$ cat src/rtl/gauss_pkg.sv
// Shared types and constants for the Gaussian smoothing stages.
// Kernel is separable: [1 2 1] applied vertically, then horizontally.
package gauss_pkg;

  typedef enum logic [2:0] {
    IDLE,
    ROW,
    FLUSH,
    ACK,
    FRAME_DONE
  } state_t;

  localparam int KW_OUTER = 1;
  localparam int KW_INNER = 2;
  localparam int ROUND    = 8;
  localparam int SHIFT    = 4;
  localparam int CS_W     = 10;
  localparam int SUM_W    = 12;

endpackage

$ cat src/rtl/gauss_col_sum.sv
// Vertical [1 2 1] pass over one 3-pixel column; shared by the larger kernels.
module gauss_col_sum
  import gauss_pkg::*;
(
  input  logic [7:0]      row0,
  input  logic [7:0]      row1,
  input  logic [7:0]      row2,
  output logic [CS_W-1:0] col_sum
);

  always_comb begin
    col_sum = CS_W'(KW_OUTER) * CS_W'(row0)
            + CS_W'(KW_INNER) * CS_W'(row1)
            + CS_W'(KW_OUTER) * CS_W'(row2);
  end

endmodule

$ cat src/rtl/gauss3x3_window.sv
// Sliding 3x3 Gaussian window fed column-by-column from the row buffer,
// with the row-level idle/done handshake back to that buffer.
module gauss3x3_window
  import gauss_pkg::*;
#(
  parameter int WIDTH  = 5,
  parameter int HEIGHT = 5
) (
  input  logic       clk,
  input  logic       rst,
  input  logic       ready_i,
  input  logic [7:0] row0_i,
  input  logic [7:0] row1_i,
  input  logic [7:0] row2_i,
  output logic       idle_o,
  output logic       row_done_o,
  output logic [7:0] pix_o,
  output logic       pix_valid_o,
  output logic [7:0] pix_col_o,
  output logic [7:0] pix_row_o,
  output logic       frame_done_o
);

  state_t           state;
  logic [7:0]       col_cnt;
  logic [7:0]       row_cnt;
  logic [CS_W-1:0]  c0, c1, c2;
  logic             shifted;
  logic             accept;
  logic [CS_W-1:0]  col_sum;
  logic [SUM_W-1:0] win_sum;

  gauss_col_sum u_col_sum (
    .row0    (row0_i),
    .row1    (row1_i),
    .row2    (row2_i),
    .col_sum (col_sum)
  );

  always_comb begin
    accept  = ready_i && ((state == IDLE) ||
                          ((state == ROW) && (col_cnt < 8'(WIDTH))));
    win_sum = SUM_W'(KW_OUTER) * SUM_W'(c0)
            + SUM_W'(KW_INNER) * SUM_W'(c1)
            + SUM_W'(KW_OUTER) * SUM_W'(c2);
  end

  // The pixel is produced the cycle after its last column shifts in, so
  // col_cnt and the window here already reflect that shift.
  always_ff @(posedge clk or posedge rst) begin
    if (rst) begin
      state        <= IDLE;
      col_cnt      <= '0;
      row_cnt      <= '0;
      c0           <= '0;
      c1           <= '0;
      c2           <= '0;
      shifted      <= 1'b0;
      idle_o       <= 1'b1;
      row_done_o   <= 1'b0;
      pix_o        <= '0;
      pix_valid_o  <= 1'b0;
      pix_col_o    <= '0;
      pix_row_o    <= '0;
      frame_done_o <= 1'b0;
    end else begin
      pix_valid_o <= 1'b0;
      shifted     <= accept;

      if (accept) begin
        c2      <= col_sum;
        c1      <= c2;
        c0      <= c1;
        col_cnt <= col_cnt + 8'd1;
      end

      if (shifted && (col_cnt >= 8'd3)) begin
        pix_o       <= 8'((win_sum + SUM_W'(ROUND)) >> SHIFT);
        pix_valid_o <= 1'b1;
        pix_col_o   <= col_cnt - 8'd2;
        pix_row_o   <= row_cnt + 8'd1;
      end

      case (state)
        IDLE: begin
          if (ready_i) state <= ROW;
        end
        ROW: begin
          if (accept && (col_cnt == 8'(WIDTH - 1))) state <= FLUSH;
        end
        FLUSH: begin
          if (shifted) begin
            state      <= ACK;
            row_done_o <= 1'b1;
          end
        end
        ACK: begin
          if (!ready_i) begin
            row_done_o <= 1'b0;
            row_cnt    <= row_cnt + 8'd1;
            if (row_cnt == 8'(HEIGHT - 3)) begin
              state        <= FRAME_DONE;
              idle_o       <= 1'b0;
              frame_done_o <= 1'b1;
            end else begin
              // Each row starts from an empty window.
              state   <= IDLE;
              col_cnt <= '0;
              c0      <= '0;
              c1      <= '0;
              c2      <= '0;
            end
          end
        end
        FRAME_DONE: begin
          state <= FRAME_DONE;
        end
        default: state <= IDLE;
      endcase
    end
  end

endmodule

$ cat config.mk
export PLATFORM = sky130hd
export DESIGN_NAME = gauss3x3_window
export DESIGN_NICKNAME = d
export VERILOG_FILES = /design/src/rtl/gauss_pkg.sv /design/src/rtl/gauss_col_sum.sv /design/src/rtl/gauss3x3_window.sv
export SDC_FILE = /design/constraint.sdc
export NUM_CORES = 1
export LEC_CHECK = 0
export CORE_ASPECT_RATIO = 1.4
export CORE_UTILIZATION = 45
export CTS_BUF_LIST = sky130_fd_sc_hd__clkbuf_8
export CTS_CLUSTER_SIZE = 25
export DETAILED_ROUTE_END_ITERATION = 7
export GPL_ROUTABILITY_DRIVEN = 0
export PLACE_DENSITY = 0.69
export SETUP_SLACK_MARGIN = 0.05
export SYNTH_ARGS = -nofsm -noshare
export SYNTH_HDL_FRONTEND = slang
export SYNTH_SLANG_ARGS = --single-unit
$ cat constraint.sdc
create_clock -name clk -period 2.7 [get_ports clk]
set_clock_uncertainty 0.05 [all_clocks]
set_input_delay 0.675 -clock clk [delete_from_list [all_inputs] [get_ports clk]]
set_output_delay 0.675 -clock clk [all_outputs]
set_load 0.005 [all_outputs]
# After elaboration in Yosys (flattened, before gate mapping)
# Cells that the tools add are included.
totals:
  register_bits: 78
  latch_bits: 0
  ramBits: 0
  romBits: 0
  input_bits: 27
  out_inout_bits: 28
  word_cells: 72
  mem_count: 0
classes:
  add_sub_neg: 8
  mul: 0
  n_div: 0
  magnitude_cmp: 2
  n_eq_ne: 10
  n_shift: 0
  mux: 26
  bitwise: 1
  n_reduce_logical: 11
op_table:
  columns: ["operator", "count"]
  rows:
  - ["$mux W10", 12]
  - ["$mux W8", 4]
  - ["$add A8 B1 Y8 const B", 2]
  - ["$mux W3", 5]
  - ["$pmux W3 S5", 1]
  - ["$add A10 B11 Y12", 1]
  - ["$add A12 B10 Y12", 1]
  - ["$add A12 B4 Y12 const B", 1]
  - ["$add A10 B8 Y10", 1]
  - ["$add A8 B9 Y10", 1]
  - ["$eq A8 B2 Y1 const B", 1]
  - ["$eq A8 B3 Y1 const B", 1]
  - ["$ge A8 B2 Y1 const B", 1]
  - ["$lt A8 B3 Y1 const B", 1]
  - ["$sub A8 B2 Y8 const B", 1]
  - ["$eq A3 B2 Y1 const B", 2]
  - ["$ne A2 B2 Y1 const B", 3]
  - ["$reduce_and A3 Y1", 2]
  - ["$logic_and A1 B1 Y1", 4]
  - ["$reduce_and A4 Y1", 1]
  - ["$eq A3 B1 Y1 const B", 1]
  - ["$eq A3 B3 Y1 const B", 1]
  - ["$logic_not A3 Y1", 1]
  - ["$mux W1", 3]
  - ["6 further kinds", 6]

# Depth between registers and ports, before layout
depth:
  depth_word: 8
  ltp_mapped: 10
  ltp_nobuf: 10

# Hierarchy
# Synthesis repeated with hierarchy kept, for this count alone.
hier_totals:
  cells_unflattened: 460
  hier_area_um2: 4697.0
by_module_without_submodules:
  columns: ["module", "instances", "cells_per_inst", "area_per_inst_um2", "seq_area_each_um2"]
  rows:
  - ["gauss3x3_window", 1, 413, 4229.1, 1953.1]
  - ["gauss_col_sum", 1, 47, 467.9, 0.0]

# Worst setup path after synthesis
# OpenSTA, ideal clock, no wires.
synth_path:
  path_kind: "in2reg"
  from: "input port row0_i[1]"
  to: "register c2[7]"
  setup_ns: 0.077
  t_arrival_ns: 2.833
  t_required_ns: 2.573
  path_slack_ns: -0.261
  cell_stages: 9
  n_path_buf: 0
  cell_sequence: "fa_1 > ha_1 > inv_1 > fa_1 > nand2b_1 > a21oi_1 > nor3_1 > or4_1 > a21oi_1"
synth_between:
  elab_chain_cells: 6
synth_rtl:
  columns: ["element", "line", "rtl"]
  rows:
  - ["from (decl)", "gauss3x3_window.sv:12", "input logic [7:0] row0_i,"]
  - ["$add A8 B9 Y10 *", "gauss_col_sum.sv:13", "+ CS_W'(KW_INNER) * CS_W'(row1)"]
  - ["$add A10 B8 Y10 *", "gauss_col_sum.sv:14", "+ CS_W'(KW_OUTER) * CS_W'(row2);"]
  - ["$mux W10 *", "gauss3x3_window.sv:70", "if (accept) begin"]
  - ["$mux W10", "gauss3x3_window.sv:101", "if (row_cnt == 8'(HEIGHT - 3)) begin"]
  - ["$mux W10", "gauss3x3_window.sv:98", "if (!ready_i) begin"]
  - ["$mux W10 *", "gauss3x3_window.sv:84", "case (state)"]
  - ["to (signal assigned)", "gauss3x3_window.sv:71", "c2 <= col_sum;"]
  - ["to (decl)", "gauss3x3_window.sv:27", "logic [CS_W-1:0] c0, c1, c2;"]
# Every way passes the cells marked *; elsewhere a longest branch is shown, timed or not.
# A chain may end at the register's enable or synchronous reset.

# Final worst setup path
layout_path:
  from: "register c2[2]"
  to: "register pix_o[7]"
layout_between:
  elab_chain_cells: 2
layout_rtl:
  columns: ["element", "line", "rtl"]
  rows:
  - ["$add A12 B10 Y12", "gauss3x3_window.sv:45", "+ SUM_W'(KW_OUTER) * SUM_W'(c2);"]
  - ["$add A12 B4 Y12", "gauss3x3_window.sv:78", "pix_o <= 8'((win_sum + SUM_W'(ROUND)) >> SHIFT);"]
  - ["to (signal assigned)", "gauss3x3_window.sv:78", null]
  - ["to (decl)", "gauss3x3_window.sv:17", "output logic [7:0] pix_o,"]
# No other way between the ends.

==> reports/metrics.csv <==
stage;metric;value;unit
status;status;completed;
route;drc;0;
yosys;avgSynthCellArea;9.56;sq um
yosys;synthTopCellsByArea;dfrtp_1 42%, ha_1 8.7%, fa_1 7.4%, nand2_1 7.2%, a21oi_1 4.0%;
clock_network;clkLatencyLatePin;360;ps
yosys;synth_nets;556;
final_layout;synthToLayoutAreaGrowth;29.3;%
pwr;p_per_area;388;nW/um^2
final_layout;final_area;5930;sq um
global_routing;overflow;0;
route;antenna_left;0;
global_routing;grt_pass1_vias;3612;
timing;maxSlewViolCount;0;
clock_network;cts_hold_repair.buffers;0;
critical_path;endpoint_kind;register;
timing;fin_crit_sh;0.998;
timing;rsz0062_at_grt;yes;
final_layout;seq_area;1950;sq um
final_layout;drive_gt1_frac;0.186;
place;place_area;5580;sq um
yosys;ys_ff_latch;78;
final_layout;layout.nets;644;
timing;worst_slack;4.95;ps
final_layout;nFillCells;878;
yosys;synth-seq-area-share;0.426;
final_layout;final_cell_mix;88 x nand2_1, 77 x dfrtp_1, 42 x clkdlybuf4s50_1;
clock_network;htree_levels;3;
critical_path;endpoint;pix_o[7]$_DFFE_PP0P_;
pwr;leakage;2.77;nW
final_layout;fin_util;0.599;
die;die_x;87.3;um
critical_path;critical_path_class;register to register;
yosys;ys_types;50;
yosys;netlist_instances;480;
critical_path;r2r_start;c2[2]$_DFF_PP0_;
route;num_vias;3611;
place;dpl.cell_count;687;
die;rows;43;
critical_path;crit_arrival;2910;ps
global_routing;grt_first_pass_wirelength;15700;um
clock_network;root_buffer;clkbuf_8;
final_layout;antennaDiodeCount;0;
die;io_pins;55;
critical_path;r2r-end;pix_o[7]$_DFFE_PP0P_;
clock_network;cts_tree;yes;
critical_path;crit_start;c2[2]$_DFF_PP0_;
die;initial_core_util;0.463;
critical_path;required;2920;ps
min_path;hold_class;register to register;
critical_path;r2r_slack;5;ps
route;vias_per_cell;5.11;
route;wl;9030;um
critical_path;cp_max_fo;4;
die;coreArea;9900;sq um
timing;min_period;2700;ps
timing;setup_viol;0;
timing;tightest_slew;582;ps
global_routing;antenna_found_initial;0;
timing;slew-limit-headroom;0.611;
flow_run;cap_violations;0;
timing;max_freq;371;MHz
final_layout;multi_input_area;2600;sq um
final_layout;layoutNonFillerInstCount;706;
yosys;synth_top_area_frac;0.420;
clock_network;numCtsBuffers;9;
clock_network;cts.clk_slew.worst_paths;70;ps
die;die_y;121;um
final_layout;final_common_cell;nand2_1;
place;port_buffers;54;
die;die_area;10600;sq um
route;drt_iter0_drc;132;
route;wl_per_cell;12.8;um
yosys;synth_area_leader_cell;dfrtp_1;
yosys;syn_area;4590;sq um
clock_network;cts_sinks;78;
critical_path;reg2reg_depth;10;
global_routing;grt.total_usage;0.189;
route;drt-pass1-iter-count;4;
place;preCtsSetupSlack;-587;ps
clock_network;cts.path.max_buffers;2;
timing;holdWs;429;ps
pwr;ir_worst_vdd;0.000200;V
critical_path;startpoint_type;register;
timing;tns;0;ps
global_routing;grt_max_degree;50;
yosys;yosys_warnings;0;
pwr;total_power;2.30;mW
place;dp_hpwl;6620;um
timing;finalHoldViolCount;0;
power by group:
group	internal, mW	switching [mW]
registers	1.17	0
clock network	0.373	0.411
logic	0.187	0.167
total	1.73	0.577
critical path: stages (launching register included):
cell and delay, ps:
dfrtp_1 360, inv_2 50, fa_2 380, inv_2 60, fa_1 400, ha_1 310, and4_4 160, a22o_4 260
and4_1 220, o21a_1 170, o31ai_1 180
area by class of cell:
type,instances,share of cell area
repair buffers,96,0.151
multi-input cells,346,0.438
inverters,37,0.0240
clock inverters,3,0.00358
well taps,135,0.0285
clock buffers,11,0.0255
flip-flops and latches,78,0.329
per-layer routing:
layer / track usage / part of all wire
met1: 0.227 / 0.43
met2: 0.320 / 0.51
met3: 0.0381 / 0.034
met4: 0.0891 / 0.023
met5: 0 / 0
logic make-up after synthesis:
kind of cell | synth area share
simple gates | 0.161
compound gates | 0.147
flops | 0.426
buf+inv | 0.0502
fa+ha+maj | 0.161
xor+xnor | 0.0515
mux | 0.00245
how the worst min path moves through the flow:
stage	start	end	slack [ps]	depth (start not counted)
2_1_floorplan	frame_done_o$_DFFE_PP0P_	frame_done_o$_DFFE_PP0P_	410	1
3_3_place_gp	frame_done_o$_DFFE_PP0P_	frame_done_o$_DFFE_PP0P_	400	1
3_5_place_dp	pix_row_o[1]$_DFFE_PP0P_	pix_row_o[1]$_DFFE_PP0P_	420	2
4_1_cts	pix_o[6]$_DFFE_PP0P_	pix_o[6]$_DFFE_PP0P_	440	2
5_1_grt	pix_o[1]$_DFFE_PP0P_	pix_o[1]$_DFFE_PP0P_	450	2
6_report	pix_o[4]$_DFFE_PP0P_	pix_o[4]$_DFFE_PP0P_	430	2
synth_stat cells (all sizes together):
| cell type | instances |
|---|---|
| a31o | 1 |
| o221a | 1 |
| and3 | 4 |
| buf | 11 |
| nor4b | 1 |
| and4 | 2 |
| inv | 37 |
| a21oi | 37 |
| a211oi | 6 |
| or3b | 2 |
| xor2 | 13 |
| a21o | 3 |
| o21bai | 1 |
| o211ai | 2 |
| clkbuf | 8 |
| ha | 32 |
| and2 | 1 |
| fa | 17 |
| nor3 | 12 |
| o31ai | 8 |
| xnor2 | 14 |
| nand2 | 89 |
| nand2b | 3 |
| a22o | 1 |
| o221ai | 1 |
| o211a | 1 |
| nand4 | 1 |
| dfrtp | 77 |
| mux2 | 1 |
| nor3b | 4 |
| or2 | 3 |
| or4 | 2 |
| dfstp | 1 |
| nor2 | 15 |
| o21ba | 1 |
| or3 | 7 |
| nand3 | 7 |
| a31oi | 3 |
| nor4 | 1 |
| o41ai | 3 |
| nor2b | 4 |
| and3b | 1 |
| o21a | 3 |
| a221oi | 1 |
| o21ai | 37 |
timing repair:
action,4_1_cts,5_1_grt
resized for setup,19,34
endpoints found under the setup margin,11,10
pin swaps,16,22
buffers inserted,0,5
registers in the layout, indices dropped and copies added (netlist names), 3 cells and up:
name	count
c1	10
state	3
pix_o	8
row_cnt	8
col_cnt	8
pix_row_o	8
pix_col_o	8
c2	10
c0	10
(Power assumes the default switching activity.)
